### config.mk
export PLATFORM = sky130hd
export DESIGN_NAME = cpu7_biu_arb
export DESIGN_NICKNAME = d
export VERILOG_FILES = /design/src/rtl/cpu7_biu_pkg.sv /design/src/rtl/cpu7_biu_arb_pick.sv /design/src/rtl/cpu7_biu_arb.sv
export SDC_FILE = /design/constraint.sdc
export NUM_CORES = 1
export LEC_CHECK = 0
export ABC_AREA = 1
export CORE_UTILIZATION = 30
export DETAILED_ROUTE_END_ITERATION = 10
export PLACE_DENSITY_LB_ADDON = 0.05
export SYNTH_ARGS = -nofsm -noshare
export SYNTH_HDL_FRONTEND = slang
export SYNTH_HIERARCHICAL = 1
export SYNTH_SLANG_ARGS = --single-unit
### constraint.sdc
create_clock -name clk -period 2 [get_ports clk]
set_input_delay 0.3 -clock clk [delete_from_list [all_inputs] [get_ports clk]]
set_output_delay 0.3 -clock clk [all_outputs]
set_load 0.02 [all_outputs]
### src/rtl/cpu7_biu_pkg.sv
// cpu7_biu_pkg: shared encodings for the BIU arbiter slice.
// FSM state encoding, bus-owner constants and grant vector bit positions.
package cpu7_biu_pkg;

  typedef enum logic [1:0] {
    IDLE = 2'd0,
    REQ  = 2'd1,
    WAIT = 2'd2
  } biu_state_e;

  localparam logic OWN_IFU = 1'b0;
  localparam logic OWN_LSU = 1'b1;

  localparam int GNT_IFU = 0;
  localparam int GNT_LSU = 1;

endpackage

### src/rtl/cpu7_biu_arb_pick.sv
// cpu7_biu_arb_pick: combinational grant select for the BIU arbiter.
// Optional macro CPU7_BIU_ARB_RR_EN: when defined, a tie goes to the requester
// that did not own the bus last; otherwise the LSU always wins a tie.
import cpu7_biu_pkg::*;

module cpu7_biu_arb_pick (
  input  logic       ifu_elig,
  input  logic       lsu_elig,
  input  logic       last_owner,
  input  logic       idle,
  output logic [1:0] grant
);

`ifndef CPU7_BIU_ARB_RR_EN
  logic unused_last_owner;
  assign unused_last_owner = last_owner;
`endif

  // One-hot grant, only ever issued while the arbiter is idle
  always_comb begin
    grant = 2'b00;
    if (idle) begin
`ifdef CPU7_BIU_ARB_RR_EN
      if (ifu_elig && lsu_elig) begin
        if (last_owner == OWN_LSU) begin
          grant[GNT_IFU] = 1'b1;
        end else begin
          grant[GNT_LSU] = 1'b1;
        end
      end else if (lsu_elig) begin
        grant[GNT_LSU] = 1'b1;
      end else if (ifu_elig) begin
        grant[GNT_IFU] = 1'b1;
      end
`else
      if (lsu_elig) begin
        grant[GNT_LSU] = 1'b1;
      end else if (ifu_elig) begin
        grant[GNT_IFU] = 1'b1;
      end
`endif
    end
  end

endmodule

### src/rtl/cpu7_biu_arb.sv
// cpu7_biu_arb: single-port bus arbiter between instruction fetch and load/store.
// One outstanding bus transaction at a time; a cancelled fetch still completes
// on the bus but its response is swallowed.
// Optional macro CPU7_BIU_ARB_RR_EN selects round-robin arbitration (see pick).
import cpu7_biu_pkg::*;

module cpu7_biu_arb #(
  parameter int AW = 32,
  parameter int DW = 32
) (
  input  logic            clk,
  input  logic            rst_l,
  input  logic            ifu_req,
  input  logic [AW-1:0]   ifu_addr,
  input  logic            ifu_cancel,
  output logic            ifu_ack,
  output logic            ifu_valid,
  output logic [DW-1:0]   ifu_rdata,
  input  logic            lsu_req,
  input  logic            lsu_wr,
  input  logic [AW-1:0]   lsu_addr,
  input  logic [DW-1:0]   lsu_wdata,
  input  logic [DW/8-1:0] lsu_wstrb,
  output logic            lsu_ack,
  output logic            lsu_valid,
  output logic [DW-1:0]   lsu_rdata,
  output logic            bus_req,
  output logic            bus_wr,
  output logic [AW-1:0]   bus_addr,
  output logic [DW-1:0]   bus_wdata,
  output logic [DW/8-1:0] bus_wstrb,
  input  logic            bus_addr_ok,
  input  logic            bus_rvalid,
  input  logic [DW-1:0]   bus_rdata
);

  biu_state_e state;
  biu_state_e state_next;
  logic       owner;
  logic       drop;
  logic       in_idle;
  logic       in_req;
  logic       in_wait;
  logic       ifu_elig;
  logic       lsu_elig;
  logic [1:0] grant;

  assign in_idle  = (state == IDLE);
  assign in_req   = (state == REQ);
  assign in_wait  = (state == WAIT);
  assign ifu_elig = ifu_req & ~ifu_cancel;
  assign lsu_elig = lsu_req;

  cpu7_biu_arb_pick u_pick (
    .ifu_elig   (ifu_elig),
    .lsu_elig   (lsu_elig),
    .last_owner (owner),
    .idle       (in_idle),
    .grant      (grant)
  );

  assign ifu_ack = grant[GNT_IFU];
  assign lsu_ack = grant[GNT_LSU];
  assign bus_req = in_req;

  assign ifu_valid = bus_rvalid & in_wait & (owner == OWN_IFU) & ~drop & ~ifu_cancel;
  assign lsu_valid = bus_rvalid & in_wait & (owner == OWN_LSU);
  assign ifu_rdata = bus_rdata;
  assign lsu_rdata = bus_rdata;

  // State register
  always_ff @(posedge clk or negedge rst_l) begin
    if (!rst_l) begin
      state <= IDLE;
    end else begin
      state <= state_next;
    end
  end

  // Next state: grant starts a request, addr_ok moves to waiting, rvalid ends it
  always_comb begin
    state_next = state;
    case (state)
      IDLE:    if (|grant)     state_next = REQ;
      REQ:     if (bus_addr_ok) state_next = WAIT;
      WAIT:    if (bus_rvalid)  state_next = IDLE;
      default:                  state_next = IDLE;
    endcase
  end

  // Owner doubles as the last-owner history; drop marks a cancelled fetch
  always_ff @(posedge clk or negedge rst_l) begin
    if (!rst_l) begin
      owner <= OWN_IFU;
      drop  <= 1'b0;
    end else if (grant[GNT_LSU]) begin
      owner <= OWN_LSU;
      drop  <= 1'b0;
    end else if (grant[GNT_IFU]) begin
      owner <= OWN_IFU;
      drop  <= 1'b0;
    end else if ((in_req || in_wait) && (owner == OWN_IFU) && ifu_cancel) begin
      drop  <= 1'b1;
    end
  end

  // Capture the winner's request fields; fetches are plain reads
  always_ff @(posedge clk or negedge rst_l) begin
    if (!rst_l) begin
      bus_wr    <= 1'b0;
      bus_addr  <= '0;
      bus_wdata <= '0;
      bus_wstrb <= '0;
    end else if (grant[GNT_LSU]) begin
      bus_wr    <= lsu_wr;
      bus_addr  <= lsu_addr;
      bus_wdata <= lsu_wdata;
      bus_wstrb <= lsu_wstrb;
    end else if (grant[GNT_IFU]) begin
      bus_wr    <= 1'b0;
      bus_addr  <= ifu_addr;
      bus_wdata <= '0;
      bus_wstrb <= '0;
    end
  end

endmodule

==> impl_metrics.sql, run 1 <==
INSERT INTO impl_metrics (metric_group, metric, value, unit) VALUES
('run_status', 'status', 'completed', ''),
('cells_and_area', 'finish.instance_area', '5340', 'um^2'),
('power', 'clock_network_fraction_of_design_power', '0.191', ''),
('cts', 'clkTransAtPathRegs', '50', 'ps'),
('routing', 'number_of_detailed_routing_iterations_run_before_antenna_repair', '4', ''),
('logic_synthesis', 'ys_warn_count', '6', ''),
('power', 'vdd.ir_drop.worst', '653', 'uV'),
('cells_and_area', 'layout.filler_cells', '1117', ''),
('cells_and_area', 'layout.cells.most_common_list', 'sky130_fd_sc_hd__clkdlybuf4s50_1 (175), sky130_fd_sc_hd__nand2_1 (106), sky130_fd_sc_hd__dfrtp_1 (73)', ''),
('cells_and_area', 'synthToLayoutAreaGrowth', '50.0', '%'),
('cts', 'ctsLongestPathBuffers', '2', ''),
('routing', 'route.antenna.remaining_nets', '0', ''),
('cts', 'clock_sink_count', '73', ''),
('cts', 'clock-root-buffer', 'sky130_fd_sc_hd__clkbuf_16', ''),
('sta', 'slew-limit-headroom', '0.670', ''),
('floorplanning', 'core_region_area', '11500', 'um^2'),
('grt', 'grt_max_degree', '39', ''),
('cells_and_area', 'layout.area.seq', '1830', 'um^2'),
('floorplanning', 'fp-row-count', '39', ''),
('critical_path', 'worst-endpoint-required', '1700', 'ps'),
('cts', 'clk-insertion-delay-late', '330', 'ps'),
('sta', 'finalSetupViolations', '0', ''),
('cells_and_area', 'design.final.nets', '621', ''),
('power', 'p_leak', '2.43', 'nW'),
('logic_synthesis', 'synth_area', '3560', 'um^2'),
('logic_synthesis', 'ys_ff_latch', '73', ''),
('cells_and_area', 'antenna_cells_inserted', '0', ''),
('hold_path', 'class_of_the_tightest_hold_or_removal_check', 'primary input to async pin', ''),
('sta', 'timing_worst_slew_pin_value', '496', 'ps'),
('critical_path', 'cp_cell_sequence', 'inv_1 > ha_1 > nand2_1 > nor4_1 > clkdlybuf4s15_1', ''),
('flow_run', 'maxCapViolations', '0', ''),
('critical_path', 'slowest_delay', '400', 'ps'),
('logic_synthesis', 'sequential_element_share_of_the_synthesized_area', '0.513', ''),
('cells_and_area', 'multi_input_comb_area', '1040', 'um^2'),
('sta', 'slew_viol_final', '0', ''),
('cts', 'cts_inserted_buffers', '9', ''),
('sta', 'tns', '0', 'ps'),
('floorplanning', 'floorplan.die.width', '111', 'um'),
('critical_path', 'r2r_start', 'state[0]', ''),
('cts', 'max_h_tree_level', '3', ''),
('placed_design', 'placedInstanceArea', '5050', 'um^2'),
('critical_path', 'critPathLaunchType', 'flop', ''),
('cts', 'setup_bufs_post_cts', '0', ''),
('logic_synthesis', 'syn_area_per_cell', '10.1', 'um^2'),
('power', 'p_int', '0.00504', 'W'),
('critical_path', 'cp-end-kind', 'primary output', ''),
('routing', 'drcViolationCount', '0', ''),
('grt', 'antenna_violations_before_repair', '0', ''),
('cells_and_area', 'most_common_cell_after_layout_fill_and_taps_aside', 'sky130_fd_sc_hd__clkdlybuf4s50_1', ''),
('placed_design', 'io_buffer_count', '181', ''),
('floorplanning', 'die_area', '12300', 'um^2'),
('critical_path', 'cp_arrival', '1580', 'ps'),
('routing', 'drtIter0Drc', '85', ''),
('routing', 'detailroute.via_count', '2810', ''),
('routing', 'post_drt_via_cell_ratio', '4.50', ''),
('logic_synthesis', 'count_of_cell_types_in_the_netlist', '20', ''),
('power', 'share_comb_of_total_power', '0.489', ''),
('critical_path', 'crit_type', 'flop to primary output', ''),
('power', 'cellPowerDensity', '1480', 'nW/um^2'),
('cells_and_area', 'layout-drive-gt1-share', '0.0809', ''),
('sta', 'final.setup_skew', '7.20', 'ps'),
('sta', 'final.min_clock_period', '1880', 'ps'),
('grt', 'global_route_wire_length_before_repair', '15.1', 'mm'),
('sta', 'fmax', '0.532', 'GHz'),
('floorplanning', 'floorplan.initialDensity', '0.310', ''),
('critical_path', 'worst_path_max_delay_cell', 'sky130_fd_sc_hd__dfrtp_1', ''),
('grt', 'grtUsageTotal', '0.156', ''),
('power', 'seqPwrFrac', '0.320', ''),
('power', 'switching_share_of_power', '0.364', ''),
('floorplanning', 'pin_count', '278', ''),
('logic_synthesis', 'synth_cells', '354', '');
[worst max-delay path: cells and delay by family (launching register included)]
family	cells	cell delay, ps
adders and majority gates	1	180
DFF	1	400
buffers and inverters	2	430
and+or+nand+nor	2	250
[flip-flops by register name, indices dropped and copies added (netlist names)]
signal / count
bus_addr: 32
bus_wdata: 32
bus_wr: 1
bus_wstrb: 4
drop: 1
owner: 1
state: 2
[cell families (layout without fill, tap and decap cells)]
kind of cell,after synthesis,after routing,synth area share
adder cells (fa/ha/maj),3,3,0.0105
flip-flops,73,73,0.513
AO/OA/AOI/OAI,39,39,0.0949
buffers and inverters,91,219,0.194
AND/OR/NAND/NOR,148,148,0.187
[metal layers]
layer  global-route usage  share of wire
met1                0.170           0.39
met2                0.263           0.49
met3               0.0634          0.094
met4               0.0711          0.023
met5                    0              0
[worst paths after layout]
check / cells after the start / endpoint / slack (ps)
max: 5 / ifu_valid / 120
min in group clk: 2 / bus_addr[3] / 490
min reg2reg: 2 / bus_addr[3] / 490
max in group asynchronous: 3 / bus_wdata[28] / 930
max reg2reg: 10 / state[0] / 260
min: 2 / bus_addr[26] / 470
[through the flow]
stage	util	cells	total power, W	hold slack, ps	setup slack, ps
CTS	0.465	625	0.00807	492	31.8
detailed placement	0.440	609	0.00649	300	5.04
floorplan	-	354	0.00472	4.41	368
finish	0.465	625	0.00791	474	120
global placement	0.440	609	0.00648	304	39.2
global route	0.465	625	0.00840	511	1.13
[what timing repair did]
action / 4_1_cts / 5_1_grt
endpoints found under the setup margin: 4 / 2
pin swaps: 0 / 0
endpoints found under the hold margin: 35 / 0
resized for setup: 4 / 2
hold buffers: 1 / 0
gates cloned: 0 / 0
[cell usage after synthesis, drive strengths merged]
master / n / area share
nand2: 106 / 0.11
buf: 78 / 0.17
dfrtp: 73 / 0.51
a22o: 37 / 0.091
nand3: 33 / 0.056
inv: 9 / 0.0095
nor2: 6 / 0.014
clkbuf: 4 / 0.015
ha: 3 / 0.011
nand4: 2 / 0.0035
a31oi: 1 / 0.0018
nor4: 1 / 0.0018
o21bai: 1 / 0.0021
[power groups by stage]
stage / Sequential, W / Combinational (W) / Clock (W)
2_1_floorplan: 0.00334 / 0.00138 / 0
3_3_place_gp: 0.00255 / 0.00393 / 0
3_5_place_dp: 0.00254 / 0.00395 / 0
4_1_cts: 0.00254 / 0.00395 / 0.00158
5_1_grt: 0.00262 / 0.00413 / 0.00165
6_report: 0.00253 / 0.00387 / 0.00151
[final cells by class]
| type | instances | share of cell area |
|---|---|---|
| Multi-Input combinational cell | 190 | 0.195 |
| Clock buffer | 11 | 0.0436 |
| Tap cell | 143 | 0.0335 |
| Clock inverter | 4 | 0.00844 |
| Timing Repair Buffer | 195 | 0.371 |
| Inverter | 9 | 0.00633 |
| Sequential cell | 73 | 0.342 |
Power figures use the tool's default switching activity.
==> run 2, diff against run 1 <==
--- a/config.mk
+++ b/config.mk
@@ -5,7 +5,7 @@
 export SDC_FILE = /design/constraint.sdc
 export NUM_CORES = 1
 export LEC_CHECK = 0
-export ABC_AREA = 1
+export ABC_AREA = 0
 export CORE_UTILIZATION = 30
 export DETAILED_ROUTE_END_ITERATION = 10
 export PLACE_DENSITY_LB_ADDON = 0.05
==> constraint.sdc (replaced) <==
create_clock -name clk -period 2 [get_ports clk]
set_input_delay 0.3 -clock clk [delete_from_list [all_inputs] [get_ports clk]]
set_output_delay 0.3 -clock clk [all_outputs]
set_load 0.005 [all_outputs]
==> run 2 against run 1 <==
Compared with the run above: synthesized cell count shrank 12%; cell area increased by 0.52%; area after synthesis fell by 0.84%; clock power up 5%; setup slack better by 47 ps; die area decreased by 0.83%.
==> impl_metrics.sql, run 2 <==
INSERT INTO impl_metrics (metric_group, metric, value, unit) VALUES
('logic_synthesis', 'count_of_cell_types_in_the_netlist', '23', ''),
('critical_path', 'crit_type', 'flop to primary output', ''),
('placed_design', 'placement.setup.worst_slack', '14.6', 'ps'),
('critical_path', 'cp_arrival', '1530', 'ps'),
('critical_path', 'rrSetupSlack', '250', 'ps'),
('routing', 'drcViolationCount', '0', ''),
('cells_and_area', 'layout.area.seq', '1830', 'um^2'),
('routing', 'post_drt_via_cell_ratio', '4.51', ''),
('placed_design', 'placedInstanceArea', '5050', 'um^2'),
('sta', 'slew_viol_final', '0', ''),
('cts', 'max_h_tree_level', '3', ''),
('routing', 'detail_route.wl_per_cell', '15.6', 'um'),
('routing', 'number_of_detailed_routing_iterations_run_before_antenna_repair', '4', ''),
('grt', 'grt.overflow.total', '0', ''),
('sta', 'final.setup_skew', '6.33', 'ps'),
('cells_and_area', 'design.final.nets', '575', ''),
('sta', 'grt_setup_unrepaired', 'no', ''),
('sta', 'slew-limit-headroom', '0.756', ''),
('cts', 'clkTransAtPathRegs', '60', 'ps'),
('logic_synthesis', 'synth_top_area_share', '0.518', ''),
('sta', 'final.min_clock_period', '1830', 'ps'),
('routing', 'drt_wl_total', '9.04', 'mm'),
('logic_synthesis', 'synth-main-ff-cell', 'sky130_fd_sc_hd__dfrtp_1', ''),
('cells_and_area', 'layout.filler_cells', '1077', ''),
('cells_and_area', 'multi_input_comb_area', '1090', 'um^2'),
('critical_path', 'worst-r2r-cell-count', '7', ''),
('floorplanning', 'floorplan.initialDensity', '0.309', ''),
('logic_synthesis', 'synth_cells', '311', ''),
('power', 'p_leak', '2.24', 'nW'),
('routing', 'detailroute.via_count', '2617', ''),
('grt', 'grtUsageTotal', '0.152', ''),
('logic_synthesis', 'synthTopCellsByCount', 'sky130_fd_sc_hd__dfrtp_1 (73), sky130_fd_sc_hd__buf_4 (67), sky130_fd_sc_hd__a22o_1 (37)', ''),
('logic_synthesis', 'synth_area', '3530', 'um^2'),
('cts', 'clk-insertion-delay-late', '330', 'ps'),
('hold_path', 'class_of_the_tightest_hold_or_removal_check', 'primary input to async pin', ''),
('cells_and_area', 'finish.instance_area', '5360', 'um^2'),
('cells_and_area', 'antenna_cells_inserted', '0', ''),
('cells_and_area', 'most_common_cell_after_layout_fill_and_taps_aside', 'sky130_fd_sc_hd__clkdlybuf4s50_1', ''),
('grt', 'grt_pass1_vias', '2708', ''),
('cells_and_area', 'synthToLayoutAreaGrowth', '52.0', '%'),
('logic_synthesis', 'synth-edff-count', '0', ''),
('grt', 'grt_max_degree', '70', ''),
('routing', 'drtIter0Drc', '101', ''),
('run_status', 'status', 'completed', ''),
('floorplanning', 'die_area', '12200', 'um^2'),
('sta', 'timing_worst_slew_pin_value', '367', 'ps'),
('logic_synthesis', 'syn_area_per_cell', '11.3', 'um^2'),
('cts', 'ctsLongestPathBuffers', '2', ''),
('power', 'cellPowerDensity', '1360', 'nW/um^2'),
('logic_synthesis', 'synth.largest_area_cell', 'sky130_fd_sc_hd__dfrtp_1', ''),
('floorplanning', 'fp-row-count', '39', ''),
('sta', 'finalHoldViolations', '0', ''),
('critical_path', 'cp-end-kind', 'primary output', ''),
('sta', 'tns', '0', 'ps'),
('floorplanning', 'core_region_area', '11400', 'um^2'),
('power', 'report.power.total', '0.00730', 'W'),
('sta', 'final.setup.worst_slack', '167', 'ps'),
('logic_synthesis', 'async_reset_ff_frac', '1.00', ''),
('floorplanning', 'fp.dieH', '110', 'um'),
('flow_run', 'maxCapViolations', '0', ''),
('logic_synthesis', 'sequential_element_share_of_the_synthesized_area', '0.518', ''),
('logic_synthesis', 'synth_area_leaders', 'sky130_fd_sc_hd__dfrtp_1 (52%), sky130_fd_sc_hd__buf_4 (14%), sky130_fd_sc_hd__a22o_1 (9.2%)', ''),
('grt', 'antenna_violations_before_repair', '0', ''),
('critical_path', 'critPathLaunchType', 'flop', ''),
('critical_path', 'worst-endpoint-required', '1700', 'ps'),
('placed_design', 'io_buffer_count', '181', ''),
('sta', 'finalSetupViolations', '0', ''),
('placed_design', 'dp.final_hpwl', '6.31', 'mm'),
('sta', 'fmax', '0.546', 'GHz'),
('logic_synthesis', 'syn-num-nets', '454', ''),
('cells_and_area', 'layout.cells.most_common_list', 'sky130_fd_sc_hd__clkdlybuf4s50_1 (176), sky130_fd_sc_hd__dfrtp_1 (73), sky130_fd_sc_hd__a22o_1 (37)', ''),
('cts', 'clock_sink_count', '73', ''),
('grt', 'global_route_wire_length_before_repair', '14.7', 'mm'),
('cells_and_area', 'reg_top3', 'bus_addr (32), bus_wdata (32), bus_wstrb (4)', ''),
('critical_path', 'r2r_start', 'state[0]', ''),
('cts', 'cts_tree', 'yes', ''),
('routing', 'route.antenna.remaining_nets', '0', ''),
('sta', 'final.period_utilization', '0.917', ''),
('cts', 'clock-root-buffer', 'sky130_fd_sc_hd__clkbuf_16', ''),
('cts', 'cts_inserted_buffers', '9', ''),
('power', 'vdd.ir_drop.worst', '562', 'uV'),
('placed_design', 'gp_congestion', '0.711', ''),
('logic_synthesis', 'ys_ff_latch', '73', ''),
('critical_path', 'critical_path_fanout_max', '4', ''),
('logic_synthesis', 'yosysMostFrequentCell', 'sky130_fd_sc_hd__dfrtp_1', ''),
('cts', 'setup_bufs_post_cts', '0', ''),
('critical_path', 'r2r_end', 'state[1]', ''),
('floorplanning', 'pin_count', '278', ''),
('floorplanning', 'floorplan.die.width', '110', 'um'),
('logic_synthesis', 'ys_warn_count', '6', ''),
('cells_and_area', 'layout-drive-gt1-share', '0.0732', '');
[run 2: power by group]
part	switching (W)	internal, W
clock network	0.000579	0.000997
registers	0.000396	0.00221
logic	0.00111	0.00201
total	0.00209	0.00522
[run 2: layout make-up]
| type | instances | area share |
|---|---|---|
| tap | 143 | 0.0334 |
| timing repair buffer | 193 | 0.366 |
| multi-input combinational | 152 | 0.204 |
| clock buffer | 13 | 0.0467 |
| clock inverter | 3 | 0.00746 |
| sequential | 73 | 0.341 |
| inverter | 3 | 0.00210 |
[run 2: how the worst max path moves through the flow]
stage / from / end / slack (ps) / cells after the start
2_1_floorplan: state[0] / state[1] / 270 / 7
3_3_place_gp: ifu_cancel / ifu_ack / 40 / 4
3_5_place_dp: ifu_cancel / ifu_valid / 10 / 3
4_1_cts: state[0] / lsu_valid / 20 / 5
5_1_grt: state[0] / ifu_ack / 90 / 4
6_report: state[0] / lsu_ack / 170 / 4
[run 2: logic make-up after synthesis]
kind of cell | synth area share
AOI/OAI and AO/OA | 0.148
DFF | 0.518
and+or+nand+nor | 0.0539
muxes | 0.0940
buffers and inverters | 0.176
adders and majority gates | 0.0106
[run 2: metal layers]
layer / vias to the layer above / GRT usage / wire (um)
met1: 1213 / 0.206 / 4190
met2: 140 / 0.219 / 3900
met3: 7 / 0.0664 / 867
li1: 1257 / - / -
met4: 0 / 0.0462 / 80
met5: - / 0 / 0
[run 2: timing repair]
action,4_1_cts,5_1_grt
setup endpoints to repair,3,1
pin swaps,0,1
hold endpoints to repair,9,0
resized for setup,5,2
hold buffers,1,0
[run 2: critical path: stages, from the launching register on]
cell,delay (ps)
sky130_fd_sc_hd__dfrtp_1,390
sky130_fd_sc_hd__inv_1,90
sky130_fd_sc_hd__ha_2,220
sky130_fd_sc_hd__and2_4,200
sky130_fd_sc_hd__dlygate4sd2_1,310
[run 2: through the flow]
step / hold WS [ps] / instances / util
CTS: 316 / 580 / 0.469
finish: 326 / 580 / 0.470
floorplan: 4.41 / 311 / -
global route: 326 / 580 / 0.470
detailed placement: 122 / 563 / 0.443
global placement: 121 / 563 / 0.443
==> run 3, diff against run 2 <==
--- a/config.mk
+++ b/config.mk
@@ -5,9 +5,10 @@
 export SDC_FILE = /design/constraint.sdc
 export NUM_CORES = 1
 export LEC_CHECK = 0
-export ABC_AREA = 0
+export ABC_AREA = 1
 export CORE_UTILIZATION = 30
 export DETAILED_ROUTE_END_ITERATION = 10
+export GPL_TIMING_DRIVEN = 1
 export PLACE_DENSITY_LB_ADDON = 0.05
 export SYNTH_ARGS = -nofsm -noshare
 export SYNTH_HDL_FRONTEND = slang
==> run 3 against run 2 <==
Compared with the run above: largest power group unchanged; first-iteration DRC count grew 29%; fmax decreased by 4.4%; cell area decreased by 0.14%; hold slack improved by 170 ps; count of clock-buffer cells in the layout is 3 lower; largest cell class unchanged; highest routed layer unchanged.
==> impl_metrics.sql, run 3 (synthesis results as in run 1) <==
INSERT INTO impl_metrics (metric_group, metric, value, unit) VALUES
('routing', 'drcViolationCount', '0', ''),
('routing', 'detailroute.via_count', '2842', ''),
('cells_and_area', 'fin_util', '0.467', ''),
('routing', 'detail_route.wl_per_cell', '15.3', 'um'),
('cts', 'ctsLongestPathBuffers', '2', ''),
('grt', 'global_route_wire_length_before_repair', '15.5', 'mm'),
('cells_and_area', 'reg_top3', 'bus_addr (32), bus_wdata (32), bus_wstrb (4)', ''),
('grt', 'antenna_violations_before_repair', '0', ''),
('sta', 'slew-limit-headroom', '0.637', ''),
('cells_and_area', 'layout-drive-gt1-share', '0.0915', ''),
('critical_path', 'worst-endpoint-required', '1700', 'ps'),
('cells_and_area', 'multi_input_comb_area', '1060', 'um^2'),
('power', 'vdd.ir_drop.worst', '557', 'uV'),
('hold_path', 'class_of_the_tightest_hold_or_removal_check', 'primary input to async pin', ''),
('cts', 'clock_sink_count', '73', ''),
('routing', 'drt_wl_total', '9.52', 'mm'),
('cts', 'max_h_tree_level', '3', ''),
('sta', 'final.period_utilization', '0.959', ''),
('floorplanning', 'die_area', '12300', 'um^2'),
('critical_path', 'cp_arrival', '1620', 'ps'),
('cts', 'cts_inserted_buffers', '9', ''),
('floorplanning', 'fp.dieH', '111', 'um'),
('cells_and_area', 'synthToLayoutAreaGrowth', '50.5', '%'),
('flow_run', 'maxCapViolations', '0', ''),
('cells_and_area', 'finish.instance_area', '5360', 'um^2'),
('placed_design', 'dp.final_hpwl', '6.81', 'mm'),
('grt', 'grt_max_degree', '48', ''),
('cts', 'clkTransAtPathRegs', '60', 'ps'),
('power', 'report.power.total', '0.00726', 'W'),
('power', 'cellPowerDensity', '1360', 'nW/um^2'),
('critical_path', 'crit_type', 'flop to primary output', ''),
('critical_path', 'cp-end-kind', 'primary output', ''),
('sta', 'final.min_clock_period', '1920', 'ps'),
('critical_path', 'critical_path_fanout_max', '4', ''),
('cts', 'clock-root-buffer', 'sky130_fd_sc_hd__clkbuf_16', ''),
('routing', 'number_of_detailed_routing_iterations_run_before_antenna_repair', '4', ''),
('cts', 'cts_tree', 'yes', ''),
('cells_and_area', 'most_common_cell_after_layout_fill_and_taps_aside', 'sky130_fd_sc_hd__clkdlybuf4s50_1', ''),
('routing', 'post_drt_via_cell_ratio', '4.55', ''),
('floorplanning', 'floorplan.die.width', '111', 'um'),
('floorplanning', 'pin_count', '278', ''),
('placed_design', 'gp_congestion', '0.739', ''),
('sta', 'final.setup_skew', '4.75', 'ps'),
('placed_design', 'placedInstanceArea', '5010', 'um^2'),
('placed_design', 'io_buffer_count', '181', ''),
('cells_and_area', 'antenna_cells_inserted', '0', ''),
('sta', 'grt_setup_unrepaired', 'no', ''),
('placed_design', 'placed_cells', '606', ''),
('sta', 'timing_worst_slew_pin_value', '544', 'ps'),
('grt', 'grt_pass1_vias', '2997', ''),
('floorplanning', 'floorplan.initialDensity', '0.310', ''),
('floorplanning', 'core_region_area', '11500', 'um^2'),
('cts', 'clk-insertion-delay-late', '330', 'ps'),
('sta', 'slew_viol_final', '0', ''),
('grt', 'grt.overflow.total', '0', ''),
('power', 'p_leak', '2.43', 'nW'),
('critical_path', 'critPathLaunchType', 'flop', ''),
('cells_and_area', 'design.final.nets', '619', ''),
('sta', 'finalSetupViolations', '0', ''),
('grt', 'grtUsageTotal', '0.161', ''),
('floorplanning', 'fp-row-count', '39', ''),
('cells_and_area', 'layout.filler_cells', '1120', ''),
('sta', 'finalHoldViolations', '0', ''),
('cells_and_area', 'finished_layout_cells', '624', ''),
('cells_and_area', 'layout.area.seq', '1830', 'um^2'),
('cells_and_area', 'layout.cells.most_common_list', 'sky130_fd_sc_hd__clkdlybuf4s50_1 (177), sky130_fd_sc_hd__nand2_1 (106), sky130_fd_sc_hd__dfrtp_1 (73)', ''),
('run_status', 'status', 'completed', ''),
('routing', 'route.antenna.remaining_nets', '0', ''),
('routing', 'drtIter0Drc', '130', ''),
('sta', 'fmax', '0.521', 'GHz');
## run 3: cell types whose count changed in the layout (fill, tap and decap cells not counted), sizes merged, moves of 4 or more
cell / previous run / this run
nand2: 33 / 106
mux2i: 32 / 0
nand3: 0 / 33
nor2: 2 / 6
o21ai: 32 / 0
inv: 3 / 10
## run 3: repair_timing
item	CTS	global route
hold buffers	1	0
pin swaps	0	0
hold endpoints to repair	38	0
setup buffers	0	1
resized for setup	2	6
setup endpoints to repair	4	3
## run 3: layer usage
metal,track usage,part of all wire,vias up
met5,0,0,-
li1,-,-,1351
met4,0.0658,0.022,0
met3,0.0662,0.090,32
met2,0.280,0.50,111
met1,0.172,0.39,1348
## run 3: worst max-delay path: stages (launching register included)
cell and delay, ps:
sky130_fd_sc_hd__dfrtp_1 410, sky130_fd_sc_hd__inv_2 90, sky130_fd_sc_hd__ha_4 150, sky130_fd_sc_hd__nand2_1 70, sky130_fd_sc_hd__inv_2 60, sky130_fd_sc_hd__clkdlybuf4s50_1 500
## run 3: worst paths after layout
| check | slack, ps | endpoint | startpoint | cells after the start |
|---|---|---|---|---|
| setup / recovery | 80 | lsu_ack | state[1] | 5 |
| max in group asynchronous | 910 | bus_addr[6] | rst_l | 3 |
| setup reg to reg | 330 | state[1] | state[1] | 11 |
| hold / removal | 490 | bus_addr[28] | rst_l | 2 |
| hold reg to reg | 490 | bus_wdata[28] | bus_wdata[28] | 1 |
| min in group clk | 490 | bus_wdata[28] | bus_wdata[28] | 1 |
## run 3: where the power goes
part           internal [W]  leakage (nW)  switching [W]  total (W)
registers           0.00216         0.905       0.000381    0.00254
clock network       0.00100         0.141       0.000637    0.00164
logic               0.00193          1.39        0.00116    0.00308
total               0.00509          2.43        0.00217    0.00726
## run 3: area by class of cell
cell class                 count  area share
timing repair buffer         193       0.365
sequential                    73       0.341
multi-input combinational    190       0.197
clock buffer                  10      0.0446
tap                          143      0.0334
clock inverter                 6      0.0124
inverter                       9     0.00631
## run 3: metrics by stage
step                TNS, ps  hold slack [ps]  worst slack, ps
detailed placement        0              324             77.9
finish                    0              492             81.9
global placement          0              326              150
floorplan                 0             4.41              494
global route              0              518             5.43
CTS                   -87.8              501            -43.5
